==> src/rtl/conbus_pkg.sv <==
// ---------------------------------------------------------------------------
// conbus_pkg
//
// Shared definitions for the conbus round-robin arbiter and its helpers.
//   - conbus_state_e : arbiter FSM state encoding (IDLE / OWN / ERR)
//   - DEF_N_MASTERS  : default number of bus masters on the interconnect
//   - DEF_TIMEOUT    : default watchdog stall limit in cycles (0 = disabled)
//   - DEF_ERRCNT_W   : default width of the watchdog event counter
//   - MAX_MASTERS    : widest request vector onehot_to_idx can decode
//   - onehot_to_idx  : one-hot vector to binary index
// ---------------------------------------------------------------------------
package conbus_pkg;

    typedef enum logic [1:0] {
        ST_IDLE = 2'd0,   // parked: grant held, owner has no request
        ST_OWN  = 2'd1,   // a master owns the bus and is being watched
        ST_ERR  = 2'd2    // one-cycle watchdog termination
    } conbus_state_e;

    localparam int DEF_N_MASTERS = 7;
    localparam int DEF_TIMEOUT   = 1023;
    localparam int DEF_ERRCNT_W  = 8;
    localparam int MAX_MASTERS   = 32;

    // Index of the set bit in a one-hot vector. The OR-of-indices form keeps
    // this a flat OR tree in hardware; a zero vector decodes to index 0.
    function automatic int unsigned onehot_to_idx(input logic [MAX_MASTERS-1:0] onehot);
        int unsigned idx;
        idx = 0;
        for (int unsigned i = 0; i < MAX_MASTERS; i++) begin
            if (onehot[i]) begin
                idx = idx | i;
            end
        end
        return idx;
    endfunction

endpackage

==> src/rtl/conbus_rr_pick.sv <==
// ---------------------------------------------------------------------------
// conbus_rr_pick
//
// Combinational rotating-priority encoder. Starting just after the last
// owner, masters are searched in the order owner+1, owner+2, ... owner+N-1,
// then owner itself (all mod N); the first requester wins. The last owner
// therefore always has the lowest priority.
//
// Ports:
//   req   in  N_MASTERS  request vector (one bit per master)
//   owner in  IDX_W      index of the most recent owner
//   pick  out N_MASTERS  one-hot winner, all zero when nobody requests
//   valid out 1          at least one request is present
// ---------------------------------------------------------------------------
module conbus_rr_pick #(
    parameter int N_MASTERS = 7,
    parameter int IDX_W     = (N_MASTERS > 1) ? $clog2(N_MASTERS) : 1
) (
    input  logic [N_MASTERS-1:0] req,
    input  logic [IDX_W-1:0]     owner,
    output logic [N_MASTERS-1:0] pick,
    output logic                 valid
);

    always_comb begin
        logic             found;
        logic [IDX_W-1:0] idx;
        pick  = '0;
        found = 1'b0;
        idx   = '0;
        // Offset N wraps back to the owner itself, so it is checked last.
        for (int i = 1; i <= N_MASTERS; i++) begin
            idx = IDX_W'((int'(owner) + i) % N_MASTERS);
            if (!found && req[idx]) begin
                pick[idx] = 1'b1;
                found     = 1'b1;
            end
        end
    end

    assign valid = |req;

endmodule

==> src/rtl/conbus_rr_arb_wdt.sv <==
// ---------------------------------------------------------------------------
// conbus_rr_arb_wdt
//
// Round-robin arbiter for the shared Wishbone bus of the conbus interconnect,
// with a stall watchdog. The registered one-hot gnt vector steers the master
// mux; a master keeps the bus for as long as it holds cyc (req). If the
// granted master's strobe goes unanswered for TIMEOUT cycles the transfer is
// terminated with a one-cycle bus_err pulse and err_count is bumped.
//
// Bus handshake seen by this block: a beat is offered while the owner holds
// req (cyc) and stb; it completes in the cycle ack is high. A cycle with
// req[owner] & stb & !ack is a stalled cycle; anything else resets the
// stall count. ack always wins over an expiring watchdog.
//
// Ports:
//   sys_clk   in  1         system clock, rising edge
//   sys_rst   in  1         synchronous active-high reset
//   req       in  N_MASTERS per-master cyc
//   stb       in  1         stb of the currently granted master
//   ack       in  1         OR of all slave acks
//   gnt       out N_MASTERS one-hot grant, registered
//   bus_err   out 1         one-cycle termination pulse (qualified by gnt
//                           in the interconnect)
//   err_count out ERRCNT_W  saturating count of watchdog terminations
//   dbg_state out 2         current FSM state (conbus_state_e encoding)
// ---------------------------------------------------------------------------
module conbus_rr_arb_wdt
    import conbus_pkg::*;
#(
    parameter int N_MASTERS = DEF_N_MASTERS,   // up to MAX_MASTERS
    parameter int TIMEOUT   = DEF_TIMEOUT,
    parameter int ERRCNT_W  = DEF_ERRCNT_W
) (
    input  logic                 sys_clk,
    input  logic                 sys_rst,
    input  logic [N_MASTERS-1:0] req,
    input  logic                 stb,
    input  logic                 ack,
    output logic [N_MASTERS-1:0] gnt,
    output logic                 bus_err,
    output logic [ERRCNT_W-1:0]  err_count,
    output logic [1:0]           dbg_state
);

    localparam int IDX_W  = (N_MASTERS > 1) ? $clog2(N_MASTERS) : 1;
    // wdt only ever reaches TIMEOUT-1; one bit is kept when disabled.
    localparam int WDT_W  = (TIMEOUT > 0) ? $clog2(TIMEOUT + 1) : 1;
    localparam bit WDT_EN = (TIMEOUT != 0);

    localparam logic [WDT_W-1:0]    WDT_LAST = WDT_W'((TIMEOUT > 0) ? TIMEOUT - 1 : 0);
    localparam logic [ERRCNT_W-1:0] ERR_MAX  = '1;
    localparam logic [IDX_W-1:0]    OWNER_RST = IDX_W'(N_MASTERS - 1);
    localparam logic [N_MASTERS-1:0] GNT_RST  = N_MASTERS'(1);

    conbus_state_e          state;
    logic [IDX_W-1:0]       owner;
    logic [WDT_W-1:0]       wdt;

    logic [N_MASTERS-1:0]   pick;
    logic                   pick_valid;
    logic [IDX_W-1:0]       pick_idx;
    logic                   req_owner;
    logic                   stalled;

    conbus_rr_pick #(
        .N_MASTERS (N_MASTERS),
        .IDX_W     (IDX_W)
    ) u_pick (
        .req   (req),
        .owner (owner),
        .pick  (pick),
        .valid (pick_valid)
    );

    assign pick_idx  = IDX_W'(onehot_to_idx(MAX_MASTERS'(pick)));
    assign req_owner = req[owner];
    assign stalled   = WDT_EN && stb && req_owner && !ack;
    assign dbg_state = state;

    // Single-process FSM: gnt, owner, wdt, bus_err and err_count are all
    // registered here so every output changes exactly one edge after the
    // inputs that decided it.
    always_ff @(posedge sys_clk) begin
        if (sys_rst) begin
            state     <= ST_IDLE;
            gnt       <= GNT_RST;
            owner     <= OWNER_RST;
            wdt       <= '0;
            bus_err   <= 1'b0;
            err_count <= '0;
        end else begin
            bus_err <= 1'b0;
            case (state)
                ST_IDLE: begin
                    wdt <= '0;
                    // Any request leaves park; the pointer still points at the
                    // last real owner, so it is served last.
                    if (pick_valid) begin
                        gnt   <= pick;
                        owner <= pick_idx;
                        state <= ST_OWN;
                    end
                end

                ST_OWN: begin
                    if (req_owner) begin
                        // Owner keeps the bus; only the watchdog can end it.
                        if (stalled) begin
                            if (wdt == WDT_LAST) begin
                                state   <= ST_ERR;
                                wdt     <= '0;
                                bus_err <= 1'b1;
                                if (err_count != ERR_MAX) begin
                                    err_count <= err_count + 1'b1;
                                end
                            end else begin
                                wdt <= wdt + 1'b1;
                            end
                        end else begin
                            wdt <= '0;
                        end
                    end else if (pick_valid) begin
                        // Owner released; hand over directly without parking.
                        gnt   <= pick;
                        owner <= pick_idx;
                        wdt   <= '0;
                    end else begin
                        state <= ST_IDLE;
                        wdt   <= '0;
                    end
                end

                ST_ERR: begin
                    // bus_err is high during this state only; the watchdog is
                    // not counting here.
                    wdt <= '0;
                    if (req_owner) begin
                        state <= ST_OWN;
                    end else if (pick_valid) begin
                        gnt   <= pick;
                        owner <= pick_idx;
                        state <= ST_OWN;
                    end else begin
                        state <= ST_IDLE;
                    end
                end

                default: begin
                    state <= ST_IDLE;
                    wdt   <= '0;
                end
            endcase
        end
    end

endmodule

==> config.mk <==
export PLATFORM = sky130hd
export DESIGN_NAME = conbus_rr_arb_wdt
export DESIGN_NICKNAME = d
export VERILOG_FILES = /design/src/rtl/conbus_pkg.sv /design/src/rtl/conbus_rr_pick.sv /design/src/rtl/conbus_rr_arb_wdt.sv
export SDC_FILE = /design/constraint.sdc
export NUM_CORES = 1
export LEC_CHECK = 0
export BUFFER_PORTS_ARGS = -buffer_cell sky130_fd_sc_hd__clkbuf_2
export CORE_UTILIZATION = 40
export DETAILED_ROUTE_END_ITERATION = 12
export GPL_TIMING_DRIVEN = 1
export PLACE_DENSITY = 0.66
export SYNTH_ARGS = -nofsm -noshare
export SYNTH_HDL_FRONTEND = slang
export SYNTH_SLANG_ARGS = --single-unit
==> constraint.sdc <==
create_clock -name sys_clk -period 9.7 [get_ports sys_clk]
set_clock_uncertainty 0.15 [all_clocks]
set_input_delay 0.485 -clock sys_clk [delete_from_list [all_inputs] [get_ports sys_clk]]
set_output_delay 0.485 -clock sys_clk [all_outputs]
set_load 0.05 [all_outputs]
==> results by group <==
Run status
  – Status: finished, final reports clean

Floorplanning
  – # IOs: 29
  – Die ar.: 10,110 sq um
  – Core area: around 9300 sq um
  – Starting density of the core: 0.4164
  – Die Width: 100.5 um
  – Die H: 100.5 um
  – Row count: 35

Setup path
  – CP startpoint kind: flip-flop
  – Critical path required time: 9.70 ns
  – Crit path DAT: 6.19 ns
  – Critical path class: flip-flop to flip-flop
  – Crit Path Max Fanout: 20
  – Crit. End Element: flip-flop

Global route
  – Grt total ovfl: 0
  – Largest net degree at the start of global routing: 45
  – Gr usage total: 0.2266
  – Routing usage on met1: 0.3115
  – Global Route met2 Usage: 0.3709
  – Global-route wire length before repair: 18,180 um
  – GR peak layer: met2
  – Vias in the first global route: 3,752
  – Antenna violations before repair: 0
  – Met3 Use GR: 0.02913

Synth
  – Top cells by count, synth: 53 x nor2_1, 47 x nand2_1, 31 x dfxtp_1
  – Top_reg_cell synth: dfxtp_1
  – Cell accounting for the most synthesized area: dfxtp_1
  – #FFs+latches synth: 31
  – Asr flop ratio synth: 0
  – Cell with the most instances after synthesis: nor2_1
  – Syn avg cell area: 7.398 sq um
  – Cells after synthesis: 525
  – Synth cell types: 76
  – Post-synth EDFFs: 0
  – Cell Area, Synth: 3884 sq um
  – Top cells by area, synth: dfxtp_1 16%, ha_1 9.0%, nor2_1 5.1%, nand2_1 4.5%, xnor2_1 3.6%
  – Synth Warn #: 0
  – Mapped Nets: 564
  – Sequential area share after synthesis: 0.1598
  – Top-area cell type share of the netlist area: 0.1598

Clock tree
  – Clock buffer depth: 2
  – # resized after CTS: 0
  – Cts hold-fix bufs: 0
  – TritonCTS Buffers: 5
  – Reg clk slew, reported paths: ~0.07 ns
  – Root Buffer: clkbuf_8
  – Setup repair bufs after CTS: 0
  – Clk Latency, worst-skew pair: approximately 0.29 ns
  – CTS tree: built
  – Htree depth: 2
  – Clk sink count: 31

Timing
  – Minimum clock period: just over 6 ns
  – Final hold vios: 0
  – Fmax: 161.5 MHz
  – Setup TNS: 0 ns
  – Relative slew slack: 0.3898
  – Tightest Pin Transition: roughly 0.9 ns
  – Setup Viol. Count Final: 0
  – Final period util: 0.6382
  – Unrepaired setup endpoints after global routing: no
  – Slew Limit Fails: 0

Placed design
  – DPL Wire Length: approximately 8400 um
  – RePlAce Congestion: 0.9796
  – PortBufs: 28

Final layout
  – Area grow syn2layout: 7.571%
  – Inserted Diodes: 0
  – Nets: 573
  – Layout cells sized above 1: 0.1271

Drt
  – Via density: 6.170
  – WL per Instance: 16.94 um
  – DRT iter0 DRCs: 215
  – Vias: just over 4,000
  – 1st-pass router iterations: 5
  – DRC violations left: 0
  – Final WL: 11,250 um
  – Post-DRT Antenna Nets: 0

Flow run
  – Max Cap Viol: 0

Min path
  – Worst Hold Class: flip-flop to flip-flop
[state kept, by name (all words and copies together) (netlist names)]
signal     count
wdt           10
owner          3
bus_err        1
dbg_state      2
err_count      8
gnt            7
[cell type report]
class	instances	area, sq um
Fill cell	953	5150
Multi-Input combinational cell	442	3040
Inverter	25	95.09
Clock buffer	5	68.82
Clock inverter	3	43.79
Timing Repair Buffer	29	147.6
Sequential cell	31	620.6
Tap cell	129	161.4
[metal layers]
metal,wire (um),part of all wire
met5,0,0
met4,201,0.018
met3,719,0.064
met2,5098,0.45
met1,5228,0.46
[metrics by stage]
step           instance area, sq um  cells  hold WS (ns)  setup WS (ns)  utilization
4_1_cts                        4178    664        0.3366          3.564       0.4479
3_3_place_gp                   4065    656        0.3103          3.833       0.4358
6_report                       4178    664        0.3347          3.509       0.4479
3_5_place_dp                   4065    656        0.3194          3.600       0.4358
5_1_grt                        4178    664        0.3789          2.967       0.4479
2_1_floorplan                  3884    525        0.2911          4.336            -
[worst paths after layout]
kind,startpoint,to,slack (ns),depth (start not counted)
setup / recovery,owner[1]$_SDFFE_PP1P_,owner[2]$_SDFFE_PP1P_,3.51,18
hold / removal,wdt[0]$_SDFF_PP0_,wdt[0]$_SDFF_PP0_,0.33,1
setup reg to reg,owner[1]$_SDFFE_PP1P_,owner[2]$_SDFFE_PP1P_,3.51,18
hold reg to reg,wdt[0]$_SDFF_PP0_,wdt[0]$_SDFF_PP0_,0.33,1
[placed cells by master, fill, tap and decap left out, drive strengths merged, types with 4 or more instances in the layout]
master,instances
o31ai,6
mux2,5
nand4,12
o211ai,6
nand2b,10
a21oi,24
a41oi,4
or2,4
a22oi,6
or4,4
nor4,8
mux2i,12
inv,24
a21boi,6
or3,11
ha,28
dfxtp,31
xnor2,17
and3,13
nand2,47
nand3,21
nor2,53
clkbuf,33
o32ai,4
a31oi,10
and2,4
a211o,6
nor3,22
o21a,4
xor2,11
o21ai,23
a211oi,13
nor2b,5
[cells by family after synthesis]
group                      synth area share
muxes                               0.05702
and+or+nand+nor                      0.3106
buffers and inverters               0.05734
AOI/OAI and AO/OA                    0.2581
DFF                                  0.1598
xor gates and xnor gates            0.06701
adders and majority gates           0.09021
[worst max-delay path: stages (launching register included)]
cell      delay [ns]
dfxtp_1         0.87
inv_1           0.32
ha_1            0.64
inv_1           0.19
ha_1            0.22
ha_1            0.24
a31oi_2         0.17
xnor2_1         0.20
clkinv_2        0.20
ha_1            0.26
a211o_1         0.30
nand2_1         0.20
nor3_1          0.08
o32a_1          0.31
o32ai_2         0.75
nor2_1          0.15
a41oi_1         0.29
a21boi_1        0.32
a41oi_1         0.17
Power is left out: the tool's default activity adds up to more than one toggle a clock period on the data nets, which glitch-free logic cannot reach.
